## src/rtl/cu_multiword.sv

```systemverilog
// cu_multiword: control unit sequencing ALU ops over WORDS limbs,
// with a carry chain, a zero accumulator for JZ, and HLT/run parking.
//
// Ports:
//   clk          system clock; state moves on the falling edge
//   reset_n      asynchronous active-low reset
//   run          restart pulse, honoured only while halted
//   opcode_old   opcode held in IR (instruction executing)
//   opcode_new   opcode at memory output (next instruction)
//   carry        datapath carry flag, used by JC
//   alu_zero     ALU result of the current limb is zero
//   is_imm       select the immediate operand
//   carry_chain  ALU uses carry/borrow from the previous limb
//   limb_idx     limb being processed, 0 = least significant
//   alu_op       ALU function code
//   pc_enable    increment PC
//   pc_load      load PC with branch target
//   pc_reset     clear PC
//   flags_reset  clear datapath flags
//   ram_we       write result limb back
//   ir_enable    load IR from opcode_new
//   halted       core is parked in STOP
module cu_multiword #(
  parameter int WORDS    = 4,
  parameter int LIMB_W   = 2,
  parameter int ALU_OP_W = 3
) (
  input  logic                clk,
  input  logic                reset_n,
  input  logic                run,
  input  logic [3:0]          opcode_old,
  input  logic [3:0]          opcode_new,
  input  logic                carry,
  input  logic                alu_zero,
  output logic                is_imm,
  output logic                carry_chain,
  output logic [LIMB_W-1:0]   limb_idx,
  output logic [ALU_OP_W-1:0] alu_op,
  output logic                pc_enable,
  output logic                pc_load,
  output logic                pc_reset,
  output logic                flags_reset,
  output logic                ram_we,
  output logic                ir_enable,
  output logic                halted
);

  localparam logic [3:0] OP_AND  = 4'b0000;
  localparam logic [3:0] OP_NOT  = 4'b0001;
  localparam logic [3:0] OP_OR   = 4'b0010;
  localparam logic [3:0] OP_XOR  = 4'b0011;
  localparam logic [3:0] OP_JMP  = 4'b0101;
  localparam logic [3:0] OP_ADD  = 4'b0110;
  localparam logic [3:0] OP_ADDI = 4'b1000;
  localparam logic [3:0] OP_SUB  = 4'b1001;
  localparam logic [3:0] OP_SUBI = 4'b1010;
  localparam logic [3:0] OP_JC   = 4'b1011;
  localparam logic [3:0] OP_JZ   = 4'b1100;
  localparam logic [3:0] OP_HLT  = 4'b1111;

  localparam logic [ALU_OP_W-1:0] ALU_AND = ALU_OP_W'(0);
  localparam logic [ALU_OP_W-1:0] ALU_NOT = ALU_OP_W'(1);
  localparam logic [ALU_OP_W-1:0] ALU_OR  = ALU_OP_W'(2);
  localparam logic [ALU_OP_W-1:0] ALU_XOR = ALU_OP_W'(3);
  localparam logic [ALU_OP_W-1:0] ALU_ADD = ALU_OP_W'(4);
  localparam logic [ALU_OP_W-1:0] ALU_SUB = ALU_OP_W'(5);

  localparam logic [2:0] S_INIT      = 3'd0;
  localparam logic [2:0] S_ALU_SRC   = 3'd1;
  localparam logic [2:0] S_ALU_SRC_C = 3'd2;
  localparam logic [2:0] S_ALU_IMM   = 3'd3;
  localparam logic [2:0] S_ALU_IMM_C = 3'd4;
  localparam logic [2:0] S_BR_TAKEN  = 3'd5;
  localparam logic [2:0] S_BR_NOT    = 3'd6;
  localparam logic [2:0] S_STOP      = 3'd7;

  localparam logic [LIMB_W-1:0] LIMB_LAST = LIMB_W'(WORDS - 1);
  localparam logic [LIMB_W-1:0] LIMB_ONE  = LIMB_W'(1);

  logic [2:0]        state_q, state_d;
  logic [LIMB_W-1:0] limb_q, limb_d;
  logic              zero_acc_q, zero_acc_d;
  logic [2:0]        dec_state;
  logic              alu_st;
  logic              chain_st;
  logic              last;
  logic              arith;

  assign alu_st = (state_q == S_ALU_SRC)   |
                  (state_q == S_ALU_SRC_C) |
                  (state_q == S_ALU_IMM)   |
                  (state_q == S_ALU_IMM_C);

  assign chain_st = (state_q == S_ALU_SRC_C) |
                    (state_q == S_ALU_IMM_C);

  assign last = (limb_q == LIMB_LAST);

  // Accumulate over limbs; limb 0 restarts the accumulation.
  always_comb begin
    zero_acc_d = zero_acc_q;
    if (alu_st) begin
      if (limb_q == '0) zero_acc_d = alu_zero;
      else              zero_acc_d = zero_acc_q & alu_zero;
    end
  end

  // JZ looks at zero_acc_d so the final limb's result is included
  // when the branch is decoded straight after the last ALU cycle.
  always_comb begin
    case (opcode_new)
      OP_HLT:  dec_state = S_STOP;
      OP_JMP:  dec_state = S_BR_TAKEN;
      OP_JC:   dec_state = carry ? S_BR_TAKEN : S_BR_NOT;
      OP_JZ:   dec_state = zero_acc_d ? S_BR_TAKEN : S_BR_NOT;
      OP_ADDI: dec_state = S_ALU_IMM;
      OP_SUBI: dec_state = S_ALU_IMM;
      default: dec_state = S_ALU_SRC;
    endcase
  end

  always_comb begin
    state_d = state_q;
    limb_d  = limb_q;
    case (state_q)
      S_INIT, S_BR_TAKEN, S_BR_NOT: begin
        state_d = dec_state;
        limb_d  = '0;
      end
      S_ALU_SRC, S_ALU_IMM: begin
        if (WORDS == 1) begin
          state_d = dec_state;
          limb_d  = '0;
        end else begin
          state_d = (state_q == S_ALU_SRC) ? S_ALU_SRC_C : S_ALU_IMM_C;
          limb_d  = LIMB_ONE;
        end
      end
      S_ALU_SRC_C, S_ALU_IMM_C: begin
        if (last) begin
          state_d = dec_state;
          limb_d  = '0;
        end else begin
          limb_d = limb_q + LIMB_ONE;
        end
      end
      S_STOP: begin
        if (run) state_d = dec_state;
      end
      default: begin
        state_d = S_INIT;
        limb_d  = '0;
      end
    endcase
  end

  always_ff @(negedge clk or negedge reset_n) begin
    if (!reset_n) begin
      state_q    <= S_INIT;
      limb_q     <= '0;
      zero_acc_q <= 1'b1;
    end else begin
      state_q    <= state_d;
      limb_q     <= limb_d;
      zero_acc_q <= zero_acc_d;
    end
  end

  always_comb begin
    case (opcode_old)
      OP_ADD, OP_ADDI, OP_SUB, OP_SUBI: arith = 1'b1;
      default:                          arith = 1'b0;
    endcase
  end

  always_comb begin
    case (opcode_old)
      OP_AND:  alu_op = ALU_AND;
      OP_NOT:  alu_op = ALU_NOT;
      OP_OR:   alu_op = ALU_OR;
      OP_XOR:  alu_op = ALU_XOR;
      OP_ADD:  alu_op = ALU_ADD;
      OP_ADDI: alu_op = ALU_ADD;
      OP_SUB:  alu_op = ALU_SUB;
      OP_SUBI: alu_op = ALU_SUB;
      default: alu_op = ALU_AND;
    endcase
  end

  assign limb_idx    = limb_q;
  assign is_imm      = (state_q == S_ALU_IMM) |
                       (state_q == S_ALU_IMM_C);
  assign carry_chain = chain_st & arith;
  assign ram_we      = alu_st;
  assign pc_enable   = (alu_st & last) | (state_q == S_BR_NOT);
  assign pc_load     = (state_q == S_BR_TAKEN);
  assign pc_reset    = (state_q == S_INIT);
  assign flags_reset = (state_q == S_INIT);
  assign halted      = (state_q == S_STOP);
  assign ir_enable   = (state_q == S_INIT)     |
                       (state_q == S_BR_TAKEN) |
                       (state_q == S_BR_NOT)   |
                       (state_q == S_STOP)     |
                       (alu_st & last);

endmodule

```

## config.mk

```make
export PLATFORM = sky130hd
export DESIGN_NAME = cu_multiword
export DESIGN_NICKNAME = d
export VERILOG_FILES = /design/src/rtl/cu_multiword.sv
export SDC_FILE = /design/constraint.sdc
export NUM_CORES = 1
export LEC_CHECK = 0
export BUFFER_PORTS_ARGS = -buffer_cell sky130_fd_sc_hd__buf_2
export CAP_MARGIN = 25
export CELL_PAD_IN_SITES_DETAIL_PLACEMENT = 1
export CELL_PAD_IN_SITES_GLOBAL_PLACEMENT = 1
export CORE_AREA = 2 2 48 50
export CTS_CLUSTER_DIAMETER = 60
export DETAILED_ROUTE_END_ITERATION = 16
export DIE_AREA = 0 0 50 52
export GPL_ROUTABILITY_DRIVEN = 0
export PLACE_DENSITY_LB_ADDON = 0.1
export RECOVER_POWER = 25
export SLEW_MARGIN = 40
export SYNTH_ARGS = -nofsm -noshare
export SYNTH_HDL_FRONTEND = slang
export SYNTH_SLANG_ARGS = --single-unit
```

## constraint.sdc

```tcl
create_clock -name clk -period 2.2 [get_ports clk]
set_input_delay 0.11 -clock clk [delete_from_list [all_inputs] [get_ports clk]]
set_output_delay 0.11 -clock clk [all_outputs]
set_load 0.05 [all_outputs]
```

==> metrics <==
outcome=complete, but fails checks; failing checks=setup timing; # diodes=0; FFs w/ async S/R, synth=100.0%; layout cells sized above 1=52.38%; total global routing overflow=0; Synth top area share=17.92%; Yosys top cell by area=dfrtn_1; pwr dens=1671 nW/um^2; CTS tree=done; max-slew violations=0; Vias=862; syn_nets=111; core area=2106 sq um; cell with the most instances after synthesis=inv_1; Pwr Total=2.119 mW; Syn Area/Cell=7.589 sq um; Critical Path End Type=output pin; sequential fraction of the synthesis area=21.68%; total of max-cap violations=0; final setup vio count=10; Starting Density=33.16%; NumNets Final=167; #FFs+latches synth=6; commonest cells in the netlist=12 x inv_1, 10 x nor2_1, 9 x o21ai_0; skew final=0.04247 ns; Synthesis Warnings=0; Util after Layout=60.19%; GRT Total Usage=20.48%; root buffer cell=clkbuf_4; drt first-iter violations=8; reg2reg setup slack=0.37 ns; drt via density=4.926; Final WS setup=-0.4283 ns; num rows=17; Critical Path Fanout Max=7; startpoint types=flop; critical path type=flop to output pin; DRT Wirelength=2.424 mm; global-route wire length before repair=3.995 mm; # DRC=0; FF-to-FF End=state_q[0]$_DFFE_NN0P_; initial antenna violation count=0; CTS Hold Bufs=0; CTS max path bufs=2; Post-synth EDFFs=0; number of buffers added on ports=26; antenna viol nets, final=0; Hold EP=alu_op[0]; Top Ports=27; Peak VDD IR=0.7928 mV; Post-synth top flop=dfrtn_1; CTS clock-pin slew for the worst setup and hold paths=0.04 ns; CP required=2.09 ns; FF-to-FF path depth=8; Clock Sinks=6; unrepaired setup endpoints after global routing=true; Die W=50 um; full die area=2600 sq um; largest cells by area after synthesis=dfrtn_1 18%, ha_1 11%, o21ai_0 6.5%; Leakage=0.6274 nW; CTS Buf Count=3; largest net degree at the start of global routing=12; Post-Syn Area=698.2 sq um; synthesized netlist cell count=92; Hold Fails Final Rpt=0; worst hold path type=primary input to output pin; critical path arrival=2.52 ns; Layout area overhead=81.54%; hpwl dp=1.783 mm; worst hold stages=3; max_slew headroom=77.72%; Hold Startpoint=opcode_old[2]; drt first pass iters=4; WL/cell=13.85 um; actual slew at the worst max-slew pin=0.3342 ns; worst-skew pair later-pin latency=0.30 ns; vias in the first global route=932; die height=52 um; worst r2r src=state_q[1]$_DFFE_NN0P_; H-tree Lvls=1; post-synth cell types=33
[registers in the layout (all words and copies together), names as in the netlist]
signal / count
limb_idx: 2
state_q: 3
zero_acc_q: 1
[power breakdown]
group	leakage, nW	internal [mW]	switching [mW]
clock	0.0203	0.0716	0.0506
sequential	0.0724	0.174	0.0674
combinational	0.535	0.791	0.964
[metrics by stage]
step | hold WS (ns) | cells | worst slack (ns) | instance area [sq um] | setup TNS (ns)
6_report | 0.5727 | 175 | -0.4283 | 1267 | -3.311
3_5_place_dp | 0.5714 | 166 | -0.2259 | 1095 | -1.621
2_1_floorplan | 0.3957 | 92 | -0.4665 | 805.8 | -1.651
5_1_grt | 0.6042 | 175 | -0.4591 | 1267 | -3.754
3_3_place_gp | 0.5558 | 166 | -0.1600 | 1095 | -1.127
4_1_cts | 0.5735 | 173 | -0.4090 | 1246 | -3.315
[how the worst max path moves through the flow]
stage                             from     endpoint  slack, ns
6_report        state_q[1]$_DFFE_NN0P_  carry_chain      -0.43
3_5_place_dp    state_q[1]$_DFFE_NN0P_       is_imm      -0.23
3_3_place_gp    state_q[1]$_DFFE_NN0P_       is_imm      -0.16
4_1_cts         state_q[1]$_DFFE_NN0P_  carry_chain      -0.41
2_1_floorplan  limb_idx[0]$_DFFE_NN0P_    pc_enable      -0.47
5_1_grt         state_q[1]$_DFFE_NN0P_  carry_chain      -0.46
[cell usage in the layout, fill, tap and decap left out, types with 2 or more instances in the layout]
cell type | netlist | routed
buf_2 | 3 | 14
buf_4 | 2 | 28
clkbuf_1 | 0 | 2
nand3_1 | 2 | 2
nand3b_1 | 2 | 2
o31ai_1 | 2 | 2
nor2_4 | 0 | 2
dfrtn_1 | 5 | 5
xnor2_1 | 2 | 2
nor2_1 | 10 | 7
nand2_4 | 0 | 3
clkbuf_4 | 0 | 3
nor3_1 | 4 | 4
buf_6 | 1 | 10
buf_8 | 0 | 4
o21ai_2 | 0 | 2
o21ai_1 | 2 | 2
a21oi_1 | 5 | 4
ha_1 | 6 | 5
inv_1 | 12 | 12
nand2b_1 | 2 | 2
o21ai_0 | 9 | 6
[layout make-up]
cell class	instances	area [sq um]
Clock buffer	4	26.28
Multi-Input combinational cell	68	553.0
Clock inverter	1	3.754
Timing Repair Buffer	57	456.7
Fill cell	254	838.3
Sequential cell	6	151.4
Inverter	11	41.29
Tap cell	28	35.03
[critical path, cell delays in order, from the launching register on]
cell     delay [ns]
dfrtn_1        0.58
xnor2_1        0.11
nor2_1         0.16
and2_4         0.17
buf_8          0.13
[layer usage]
metal	GRT usage, %	vias up	share of wire [%]
li1	-	429	-
met1	21.97	416	41
met2	39.47	15	56
met3	2.586	2	2.3
met4	9.259	0	0.41
met5	0	-	0
[cells by family (layout without fill, tap and decap cells)]
kind of cell,after synthesis,in the layout,share of synthesized area [%]
adders and majority gates,6,6,10.75
buffers and inverters,18,73,12.36
and+or+nand+nor,31,31,23.84
AOI/OAI and AO/OA,28,28,27.42
muxes,1,1,1.434
xor gates and xnor gates,2,2,2.509
DFF,6,6,21.69
[what timing repair did]
item | in CTS | in global routing
endpoints found under the setup margin | 11 | 11
resized for setup | 30 | 3
buffers inserted | 4 | 4
pin swaps | 4 | 2
Note: power is estimated with default switching activity, not from simulation.
